===== src/rtl/distance_frame_proc_pkg.sv =====
// Shared state encoding and width constants for the distance-frame processor.
// The StChk state exists only when CHECKSUM_EN is defined.
package distance_frame_proc_pkg;

   localparam int unsigned NUM_W       = 25;
   localparam int unsigned DIV_CYCLES  = 25;
   localparam int unsigned SAMPLE_BITS = 16;
   localparam int unsigned ANGLE_BITS  = 16;

   typedef enum logic [3:0] {
      StSkip,
      StLen,
      StFsaL,
      StFsaH,
      StLsaL,
      StLsaH,
      StSampL,
      StSampH,
`ifdef CHECKSUM_EN
      StChk,
`endif
      StDivLo,
      StDivHi,
      StDone
   } state_e;

endpackage


===== src/rtl/distance_frame_proc_seq_divider.sv =====
// Restoring divider, one quotient bit per cycle. The first iteration runs on the start edge,
// so done pulses DIV_CYCLES cycles after start; the quotient keeps its low ANGLE_BITS bits.
module distance_frame_proc_seq_divider
   import distance_frame_proc_pkg::*;
#(
   parameter int unsigned LEN_W = 8
) (
   input  logic                  clock,
   input  logic                  reset,
   input  logic                  start,
   input  logic [NUM_W-1:0]      dividend,
   input  logic [LEN_W-1:0]      divisor,
   output logic [ANGLE_BITS-1:0] quotient,
   output logic                  busy,
   output logic                  done
);

   localparam int unsigned CntW = $clog2(DIV_CYCLES + 1);

   logic [NUM_W-1:0]      dvd_q, dvd_d, dvd_src;
   logic [LEN_W-1:0]      rem_q, rem_d, rem_src, diff;
   logic [ANGLE_BITS-1:0] quo_q, quo_d, quo_src;
   logic [CntW-1:0]       cnt_q, cnt_d;
   logic                  busy_q, busy_d, done_q, done_d;
   logic [LEN_W:0]        trial;
   logic                  ge;

   always_comb begin
      dvd_src = start ? dividend : dvd_q;
      rem_src = start ? '0 : rem_q;
      quo_src = start ? '0 : quo_q;
      trial   = {rem_src, dvd_src[NUM_W-1]};
      ge      = trial >= {1'b0, divisor};
      // When ge holds the true difference is below divisor, so the low bits are exact.
      diff    = trial[LEN_W-1:0] - divisor;

      dvd_d  = dvd_q;
      rem_d  = rem_q;
      quo_d  = quo_q;
      cnt_d  = cnt_q;
      busy_d = busy_q;
      done_d = 1'b0;
      if (start || busy_q) begin
         dvd_d = {dvd_src[NUM_W-2:0], 1'b0};
         rem_d = ge ? diff : trial[LEN_W-1:0];
         quo_d = {quo_src[ANGLE_BITS-2:0], ge};
         if (start) begin
            cnt_d  = CntW'(DIV_CYCLES - 1);
            busy_d = 1'b1;
         end else begin
            cnt_d = cnt_q - CntW'(1);
            if (cnt_q == CntW'(1)) begin
               busy_d = 1'b0;
               done_d = 1'b1;
            end
         end
      end
   end

   always_ff @(posedge clock or negedge reset) begin
      if (!reset) begin
         dvd_q  <= '0;
         rem_q  <= '0;
         quo_q  <= '0;
         cnt_q  <= '0;
         busy_q <= 1'b0;
         done_q <= 1'b0;
      end else begin
         dvd_q  <= dvd_d;
         rem_q  <= rem_d;
         quo_q  <= quo_d;
         cnt_q  <= cnt_d;
         busy_q <= busy_d;
         done_q <= done_d;
      end
   end

   assign quotient = quo_q;
   assign busy     = busy_q;
   assign done     = done_q;

endmodule


===== src/rtl/distance_frame_proc.sv =====
// Distance-frame processor: streaming min/max/hit extraction with interpolated angles.
// Define CHECKSUM_EN to require a trailing XOR byte covering LEN through the last sample.
module distance_frame_proc
   import distance_frame_proc_pkg::*;
#(
   parameter int unsigned SKIP_BYTES = 3,
   parameter int unsigned LEN_W      = 8,
   parameter int unsigned MAX_LEN    = 255,
   parameter int unsigned SAMPLE_W   = 16,
   parameter int unsigned HIT_W      = 16
) (
   input  logic                clock,
   input  logic                reset,
   input  logic [7:0]          datain,
   input  logic                flashin,
   input  logic [SAMPLE_W-1:0] hit_threshold,
   output logic [15:0]         lowest,
   output logic [15:0]         highest,
   output logic [15:0]         lowest_dist,
   output logic [15:0]         highest_dist,
   output logic [HIT_W-1:0]    hitvector,
   output logic                frame_err,
   output logic                busy,
   output logic                flashout
);

   localparam int unsigned SkipW = $clog2(SKIP_BYTES + 1);

   state_e                 state_q, state_d;
   logic [SkipW-1:0]       skip_q, skip_d;
   logic [LEN_W-1:0]       len_q, len_d, idx_q, idx_d, min_idx_q, min_idx_d, max_idx_q, max_idx_d;
   logic [SAMPLE_W-1:0]    thr_q, thr_d;
   logic [7:0]             lo_byte_q, lo_byte_d;
   logic [ANGLE_BITS-1:0]  fsa_q, fsa_d, lsa_q, lsa_d, min_ang_q, min_ang_d, max_ang_q, max_ang_d;
   logic [SAMPLE_BITS-1:0] min_q, min_d, max_q, max_d, sample;
   logic [HIT_W-1:0]       hits_q, hits_d, hitvec_q, hitvec_d;
   logic                   valid_q, valid_d, err_q, err_d, ferr_q, ferr_d, flash_q, flash_d;
   logic [1:0]             wait_q, wait_d;
   logic [15:0]            low_q, low_d, high_q, high_d, lowd_q, lowd_d, highd_q, highd_d;
   logic                   end_samples;
`ifdef CHECKSUM_EN
   logic [7:0]             csum_q, csum_d;
`endif

   logic [LEN_W-1:0]      idx_sel, weight;
   logic [NUM_W-1:0]      num;
   logic [ANGLE_BITS-1:0] quotient;
   logic                  div_start, div_busy, div_done;

   assign idx_sel   = (state_q == StDivHi) ? max_idx_q : min_idx_q;
   assign weight    = len_q - LEN_W'(1) - idx_sel;
   assign num       = NUM_W'(fsa_q) * NUM_W'(weight) + NUM_W'(lsa_q) * NUM_W'(idx_sel);
   assign div_start = (state_q == StDivLo || state_q == StDivHi) && !div_busy && !div_done;

   distance_frame_proc_seq_divider #(
      .LEN_W (LEN_W)
   ) u_div (
      .clock    (clock),
      .reset    (reset),
      .start    (div_start),
      .dividend (num),
      .divisor  (len_q - LEN_W'(1)),
      .quotient (quotient),
      .busy     (div_busy),
      .done     (div_done)
   );

   always_comb begin
      state_d     = state_q;
      skip_d      = skip_q;
      len_d       = len_q;
      idx_d       = idx_q;
      min_idx_d   = min_idx_q;
      max_idx_d   = max_idx_q;
      thr_d       = thr_q;
      lo_byte_d   = lo_byte_q;
      fsa_d       = fsa_q;
      lsa_d       = lsa_q;
      min_ang_d   = min_ang_q;
      max_ang_d   = max_ang_q;
      min_d       = min_q;
      max_d       = max_q;
      hits_d      = hits_q;
      valid_d     = valid_q;
      err_d       = err_q;
      wait_d      = wait_q;
      low_d       = low_q;
      high_d      = high_q;
      lowd_d      = lowd_q;
      highd_d     = highd_q;
      hitvec_d    = hitvec_q;
      ferr_d      = ferr_q;
      flash_d     = 1'b0;
      end_samples = 1'b0;
      sample      = {datain, lo_byte_q};
`ifdef CHECKSUM_EN
      csum_d      = csum_q;
`endif

      unique case (state_q)
         StSkip: if (flashin) begin
            if (skip_q == SkipW'(SKIP_BYTES - 1)) begin
               skip_d  = '0;
               state_d = StLen;
            end else begin
               skip_d = skip_q + SkipW'(1);
            end
         end
         StLen: if (flashin) begin
            len_d     = LEN_W'(datain);
            thr_d     = hit_threshold;
            idx_d     = '0;
            min_d     = '0;
            max_d     = '0;
            min_idx_d = '0;
            max_idx_d = '0;
            hits_d    = '0;
            valid_d   = 1'b0;
            err_d     = 1'b0;
            if (len_d == '0 || 32'(len_d) > MAX_LEN) begin
               err_d   = 1'b1;
               wait_d  = 2'd2;
               state_d = StDone;
            end else begin
               state_d = StFsaL;
            end
         end
         StFsaL: if (flashin) begin
            lo_byte_d = datain;
            state_d   = StFsaH;
         end
         StFsaH: if (flashin) begin
            fsa_d   = sample;
            state_d = StLsaL;
         end
         StLsaL: if (flashin) begin
            lo_byte_d = datain;
            state_d   = StLsaH;
         end
         StLsaH: if (flashin) begin
            lsa_d   = sample;
            state_d = StSampL;
         end
         StSampL: if (flashin) begin
            lo_byte_d = datain;
            state_d   = StSampH;
         end
         StSampH: if (flashin) begin
            if (sample != '0) begin
               if (!valid_q || sample < min_q) begin
                  min_d     = sample;
                  min_idx_d = idx_q;
               end
               if (!valid_q || sample > max_q) begin
                  max_d     = sample;
                  max_idx_d = idx_q;
               end
               valid_d = 1'b1;
               for (int k = 0; k < int'(HIT_W); k++) begin
                  if (int'(idx_q) == k && sample < thr_q) hits_d[k] = 1'b1;
               end
            end
            if (idx_q == len_q - LEN_W'(1)) begin
`ifdef CHECKSUM_EN
               state_d = StChk;
`else
               end_samples = 1'b1;
`endif
            end else begin
               idx_d   = idx_q + LEN_W'(1);
               state_d = StSampL;
            end
         end
`ifdef CHECKSUM_EN
         StChk: if (flashin) begin
            if (datain != csum_q) begin
               err_d   = 1'b1;
               wait_d  = 2'd2;
               state_d = StDone;
            end else begin
               end_samples = 1'b1;
            end
         end
`endif
         StDivLo: if (div_done) begin
            min_ang_d = quotient;
            state_d   = StDivHi;
         end
         StDivHi: if (div_done) begin
            max_ang_d = quotient;
            wait_d    = 2'd0;
            state_d   = StDone;
         end
         StDone: begin
            if (wait_q != 2'd0) begin
               wait_d = wait_q - 2'd1;
            end else begin
               flash_d  = 1'b1;
               skip_d   = '0;
               state_d  = StSkip;
               ferr_d   = err_q;
               low_d    = err_q ? '0 : min_ang_q;
               high_d   = err_q ? '0 : max_ang_q;
               lowd_d   = err_q ? '0 : min_q;
               highd_d  = err_q ? '0 : max_q;
               hitvec_d = err_q ? '0 : hits_q;
            end
         end
         default: state_d = StSkip;
      endcase

      // Short paths wait two extra cycles so they match the fixed 3-cycle latency.
      if (end_samples) begin
         wait_d  = 2'd2;
         state_d = StDone;
         if (!valid_d) begin
            err_d = 1'b1;
         end else if (len_q == LEN_W'(1)) begin
            min_ang_d = fsa_q;
            max_ang_d = fsa_q;
         end else begin
            wait_d  = 2'd0;
            state_d = StDivLo;
         end
      end

`ifdef CHECKSUM_EN
      if (flashin) begin
         if (state_q == StLen) begin
            csum_d = datain;
         end else if (state_q inside {StFsaL, StFsaH, StLsaL, StLsaH, StSampL, StSampH}) begin
            csum_d = csum_q ^ datain;
         end
      end
`endif
   end

   always_ff @(posedge clock or negedge reset) begin
      if (!reset) begin
         state_q   <= StSkip;
         skip_q    <= '0;
         len_q     <= '0;
         idx_q     <= '0;
         min_idx_q <= '0;
         max_idx_q <= '0;
         thr_q     <= '0;
         lo_byte_q <= '0;
         fsa_q     <= '0;
         lsa_q     <= '0;
         min_ang_q <= '0;
         max_ang_q <= '0;
         min_q     <= '0;
         max_q     <= '0;
         hits_q    <= '0;
         valid_q   <= 1'b0;
         err_q     <= 1'b0;
         wait_q    <= '0;
         low_q     <= '0;
         high_q    <= '0;
         lowd_q    <= '0;
         highd_q   <= '0;
         hitvec_q  <= '0;
         ferr_q    <= 1'b0;
         flash_q   <= 1'b0;
`ifdef CHECKSUM_EN
         csum_q    <= '0;
`endif
      end else begin
         state_q   <= state_d;
         skip_q    <= skip_d;
         len_q     <= len_d;
         idx_q     <= idx_d;
         min_idx_q <= min_idx_d;
         max_idx_q <= max_idx_d;
         thr_q     <= thr_d;
         lo_byte_q <= lo_byte_d;
         fsa_q     <= fsa_d;
         lsa_q     <= lsa_d;
         min_ang_q <= min_ang_d;
         max_ang_q <= max_ang_d;
         min_q     <= min_d;
         max_q     <= max_d;
         hits_q    <= hits_d;
         valid_q   <= valid_d;
         err_q     <= err_d;
         wait_q    <= wait_d;
         low_q     <= low_d;
         high_q    <= high_d;
         lowd_q    <= lowd_d;
         highd_q   <= highd_d;
         hitvec_q  <= hitvec_d;
         ferr_q    <= ferr_d;
         flash_q   <= flash_d;
`ifdef CHECKSUM_EN
         csum_q    <= csum_d;
`endif
      end
   end

   assign lowest       = low_q;
   assign highest      = high_q;
   assign lowest_dist  = lowd_q;
   assign highest_dist = highd_q;
   assign hitvector    = hitvec_q;
   assign frame_err    = ferr_q;
   assign flashout     = flash_q;
   assign busy         = (state_q != StSkip && state_q != StLen) || flash_q;

endmodule


===== config.mk =====
export PLATFORM = sky130hd
export DESIGN_NAME = distance_frame_proc
export DESIGN_NICKNAME = d
export VERILOG_FILES = /design/src/rtl/distance_frame_proc_pkg.sv /design/src/rtl/distance_frame_proc_seq_divider.sv /design/src/rtl/distance_frame_proc.sv
export SDC_FILE = /design/constraint.sdc
export NUM_CORES = 1
export LEC_CHECK = 0
export BUFFER_PORTS_ARGS = -buffer_cell sky130_fd_sc_hd__buf_2
export CORE_MARGIN = 10
export CORE_UTILIZATION = 29
export DETAILED_ROUTE_END_ITERATION = 8
export PLACE_DENSITY_LB_ADDON = 0.1
export SYNTH_ARGS = -nofsm -noshare
export SYNTH_HDL_FRONTEND = slang
export SYNTH_SLANG_ARGS = --single-unit

===== constraint.sdc =====
create_clock -name clock -period 16.53 [get_ports clock]
set_input_delay 0.8265 -clock clock [delete_from_list [all_inputs] [get_ports clock]]
set_output_delay 0.8265 -clock clock [all_outputs]
set_load 0.005 [all_outputs]

==> metrics.txt <==
# TYPE chip_impl_metric gauge
chip_impl_metric{name="dpl_cell_area",unit="um^2"} 25100
chip_impl_metric{name="io_pins",unit=""} 110
chip_impl_metric{name="placed_cells",unit=""} 3485
chip_impl_metric{name="clock_latency",unit="ns"} 0.57
chip_impl_metric{name="setup.reg_to_reg.worst_slack",unit="ns"} 4.96
chip_impl_metric{name="drv_slew",unit=""} 0
chip_impl_info{name="critical_path.endpoint_type",value="flip-flop"} 1
chip_impl_metric{name="worst_endpoint_data_arrival_time",unit="ns"} 12.05
chip_impl_metric{name="final_cell_area",unit="um^2"} 26400
chip_impl_metric{name="critPathMaxFanout",unit=""} 17
chip_impl_metric{name="clock_skew",unit="ns"} 0.0262
chip_impl_metric{name="yosysUniqueCellTypes",unit=""} 80
chip_impl_metric{name="cts_made_buffers",unit=""} 41
chip_impl_metric{name="die_area",unit="um^2"} 92500
chip_impl_metric{name="hold_viol_final",unit=""} 0
chip_impl_metric{name="tightest_slew",unit="ns"} 1.12
chip_impl_metric{name="syn2layout_area_growth",unit="%"} 12.7
chip_impl_metric{name="synth_warnings",unit=""} 0
chip_impl_metric{name="die-height",unit="um"} 304
chip_impl_info{name="startpoint_kind_of_the_worst_setup_timing_path",value="flip-flop"} 1
chip_impl_metric{name="synth_enable_flop_cells",unit=""} 0
chip_impl_metric{name="antenna_violating_nets_post_route",unit=""} 0
chip_impl_metric{name="last_weighted_congestion_value_of_the_routability_driven_placer",unit=""} 0.792
chip_impl_metric{name="floorplan.initialDensity",unit=""} 0.292
chip_impl_metric{name="final.period_utilization",unit=""} 0.700
chip_impl_metric{name="grt_overflow",unit=""} 0
chip_impl_metric{name="maxCapViolations",unit=""} 0
chip_impl_metric{name="filler_cell_count",unit=""} 8282
chip_impl_metric{name="globalRouteMet3Util",unit=""} 0.0213
chip_impl_metric{name="synth.avg_cell_area",unit="um^2"} 9.71
chip_impl_metric{name="wire_per_inst",unit="um"} 19.6
chip_impl_metric{name="final_layout_size_suffix_gt1_frac",unit=""} 0.112
chip_impl_metric{name="cts_hold_buf",unit=""} 0
chip_impl_metric{name="final-instance-count-excl-fill",unit=""} 3557
chip_impl_metric{name="drt-pass1-iter-count",unit=""} 5
chip_impl_metric{name="multi_input_comb_area",unit="um^2"} 13900
chip_impl_metric{name="routed-via-count",unit=""} 16800
chip_impl_metric{name="max_freq",unit="MHz"} 86.4
chip_impl_info{name="timing.critical_path.mode_cell",value="sky130_fd_sc_hd__inv_1"} 1
chip_impl_metric{name="nNetsFinal",unit=""} 2847
chip_impl_metric{name="viasPerCell",unit=""} 4.71
chip_impl_metric{name="htreeDepth",unit=""} 2
chip_impl_metric{name="asyncSetResetFlopFracSynth",unit=""} 1.00
chip_impl_metric{name="yosys_register_bits",unit=""} 315
chip_impl_metric{name="grt_start_max_net_pins",unit=""} 105
chip_impl_metric{name="worst_path_largest_cell_delay",unit="ns"} 0.61
chip_impl_metric{name="clk_path_buf_depth",unit=""} 3
chip_impl_metric{name="first_pass_grt_wire_length",unit="mm"} 111
chip_impl_info{name="cpMaxStageDelayCell",value="sky130_fd_sc_hd__nor2_2"} 1
chip_impl_metric{name="post_synth_instance_area",unit="um^2"} 23400
chip_impl_info{name="unrepaired_setup_endpoints_after_global_routing",value="false"} 1
chip_impl_metric{name="site_rows",unit=""} 104
chip_impl_metric{name="finalSetupTns",unit="ns"} 0
chip_impl_metric{name="first_iter_violations",unit=""} 775
chip_impl_metric{name="post_cts_resized",unit=""} 0
chip_impl_metric{name="post-route-drc-count",unit=""} 0
chip_impl_info{name="worst-setup-path-type",value="flip-flop to flip-flop"} 1
chip_impl_metric{name="routed_wl",unit="mm"} 69.7
chip_impl_info{name="cts.root.buffer_cell",value="sky130_fd_sc_hd__clkbuf_16"} 1
chip_impl_info{name="cts_tree",value="built"} 1
chip_impl_metric{name="mappedNetlistNets",unit=""} 2790
chip_impl_metric{name="estimated_wirelength_of_the_detail_placed_design",unit="mm"} 51.1
chip_impl_info{name="synth-main-ff-cell",value="sky130_fd_sc_hd__dfrtp_1"} 1
chip_impl_info{name="global_route_layer_with_the_greatest_usage",value="met2"} 1
chip_impl_metric{name="first_global_vias",unit=""} 18200
chip_impl_metric{name="global_route.usage.met1",unit=""} 0.203
chip_impl_metric{name="final-setup-viol-count",unit=""} 0
chip_impl_metric{name="time_the_worst_path_needs_with_i_o_delays_and_setup",unit="ns"} 11.57
chip_impl_metric{name="max_slew_margin",unit=""} 0.253
chip_impl_metric{name="core_area",unit="um^2"} 80300
chip_impl_metric{name="globalRouteMet2Util",unit=""} 0.252
chip_impl_metric{name="cts.clk_slew.worst_paths",unit="ns"} 0.06
chip_impl_info{name="run_status",value="finished clean"} 1
chip_impl_metric{name="grt_usage",unit=""} 0.152
chip_impl_info{name="min-delay-path-class",value="primary input to asynchronous set/reset pin"} 1
chip_impl_metric{name="io_buffers",unit=""} 109
chip_impl_metric{name="layout.area.seq",unit="um^2"} 7890
chip_impl_metric{name="seq_area_frac_synth",unit=""} 0.337
chip_impl_metric{name="die_w",unit="um"} 304
chip_impl_metric{name="antenna_found_initial",unit=""} 2
chip_impl_metric{name="critical_path_required",unit="ns"} 17.01
chip_impl_metric{name="insertedDiodeCount",unit=""} 0
chip_impl_metric{name="clock-sinks",unit=""} 315
chip_impl_metric{name="syn_inst",unit=""} 2411
chip_impl_metric{name="post_cts.repair.setup_buffers",unit=""} 0
==> cells in the mapped netlist, types with 5 or more instances <==
cell | n | share of area
sky130_fd_sc_hd__nand2_1 | 366 | 0.059
sky130_fd_sc_hd__inv_1 | 333 | 0.053
sky130_fd_sc_hd__dfrtp_1 | 315 | 0.34
sky130_fd_sc_hd__fa_1 | 211 | 0.18
sky130_fd_sc_hd__ha_1 | 141 | 0.075
sky130_fd_sc_hd__o21ai_0 | 127 | 0.027
sky130_fd_sc_hd__clkbuf_1 | 90 | 0.014
sky130_fd_sc_hd__and2_1 | 84 | 0.022
sky130_fd_sc_hd__nand2b_1 | 73 | 0.020
sky130_fd_sc_hd__a21oi_1 | 70 | 0.015
sky130_fd_sc_hd__nor2_1 | 67 | 0.011
sky130_fd_sc_hd__nor2b_1 | 63 | 0.017
sky130_fd_sc_hd__mux2i_1 | 61 | 0.026
sky130_fd_sc_hd__a22o_1 | 50 | 0.019
sky130_fd_sc_hd__mux2_2 | 50 | 0.024
sky130_fd_sc_hd__xnor2_1 | 35 | 0.013
sky130_fd_sc_hd__o31ai_1 | 33 | 0.011
sky130_fd_sc_hd__a21o_1 | 21 | 0.0067
sky130_fd_sc_hd__nand3_1 | 21 | 0.0045
sky130_fd_sc_hd__buf_2 | 13 | 0.0028
sky130_fd_sc_hd__buf_1 | 12 | 0.0019
sky130_fd_sc_hd__nor3_1 | 12 | 0.0026
sky130_fd_sc_hd__xor2_1 | 12 | 0.0045
sky130_fd_sc_hd__nand4_1 | 11 | 0.0029
sky130_fd_sc_hd__a22oi_1 | 10 | 0.0032
sky130_fd_sc_hd__o21bai_1 | 9 | 0.0029
sky130_fd_sc_hd__a211oi_1 | 8 | 0.0026
sky130_fd_sc_hd__and3_1 | 8 | 0.0021
sky130_fd_sc_hd__o21ai_1 | 8 | 0.0017
sky130_fd_sc_hd__nor3b_2 | 6 | 0.0032
sky130_fd_sc_hd__nor4_1 | 5 | 0.0013
sky130_fd_sc_hd__o211ai_1 | 5 | 0.0016
sky130_fd_sc_hd__or4_1 | 5 | 0.0016
==> path summary, 6_finish.rpt <==
path                       cells past startpoint               to         start
hold / removal                                 1  highest_dist[5]         reset
min in group clock                             2     hitvector[2]  hitvector[2]
hold reg to reg                                2     hitvector[2]  hitvector[2]
setup / recovery                              46   u_div.rem_q[4]    state_q[0]
setup reg to reg                              46   u_div.rem_q[4]    state_q[0]
max in group asynchronous                      3        lowest[9]         reset
==> through the flow <==
stage | util | hold slack, ns | worst slack, ns
floorplan | - | 0.440 | 6.65
global placement | 0.312 | 0.459 | 5.15
detailed placement | 0.312 | 0.461 | 4.93
CTS | 0.329 | 0.254 | 4.90
global route | 0.329 | 0.286 | 4.02
finish | 0.329 | 0.255 | 4.96
==> cells in the final DEF, fill, tap and decap left out, types with 63 or more instances in the layout <==
cell type | synthesis | layout
sky130_fd_sc_hd__and2_1 | 84 | 84
sky130_fd_sc_hd__inv_1 | 333 | 333
sky130_fd_sc_hd__nand2_1 | 366 | 365
sky130_fd_sc_hd__nor2b_1 | 63 | 63
sky130_fd_sc_hd__fa_1 | 211 | 211
sky130_fd_sc_hd__o21ai_0 | 127 | 127
sky130_fd_sc_hd__nand2b_1 | 73 | 73
sky130_fd_sc_hd__nor2_1 | 67 | 64
sky130_fd_sc_hd__a21oi_1 | 70 | 70
sky130_fd_sc_hd__ha_1 | 141 | 141
sky130_fd_sc_hd__buf_2 | 13 | 108
sky130_fd_sc_hd__dfrtp_1 | 315 | 313
==> critical path: cells and delay by family (launching register included) <==
family | cells | cell delay (ns)
simple gates | 10 | 2.11
mux | 2 | 0.87
flops | 1 | 0.54
xor+xnor | 2 | 0.22
fa+ha+maj | 9 | 3.85
compound gates | 15 | 3.15
buf+inv | 8 | 0.72
==> registers in the layout, indices dropped and copies added (netlist names), 16 cells and up <==
name and flops:
thr_q 16, u_div.dvd_q 24, lowest_dist 16, hitvector 16, max_ang_q 16, hits_q 16
max_q 16, highest 16, highest_dist 16, min_ang_q 16, min_q 16, lowest 16
u_div.quotient 16, lsa_q 16, fsa_q 16
==> cells by family after synthesis <==
kind of cell / after synthesis / share of synthesized area
AOI/OAI and AO/OA: 381 / 0.105
xor gates and xnor gates: 53 / 0.0232
adders and majority gates: 353 / 0.256
buffers and inverters: 453 / 0.0738
DFF: 315 / 0.337
muxes: 112 / 0.0506
and+or+nand+nor: 744 / 0.155
==> routing by layer <==
| metal | share of wire | up-vias | wire (um) |
|---|---|---|---|
| met2 | 0.47 | 254 | 32800 |
| met3 | 0.032 | 90 | 2240 |
| met1 | 0.47 | 8528 | 32600 |
| li1 | - | 7897 | - |
| met4 | 0.029 | 0 | 2010 |
| met5 | 0 | - | 0 |
==> area by class of cell <==
type                            count  share of cell area
Inverter                          334              0.0475
Clock buffer                       60              0.0458
Clock inverter                     12             0.00446
Sequential cell                   315               0.299
Timing Repair Buffer              133              0.0279
Multi-Input combinational cell   1643               0.525
Tap cell                         1060              0.0503
Power is not shown: default switching activity piles up to over one toggle a cycle in this logic, so the estimate is an artifact.
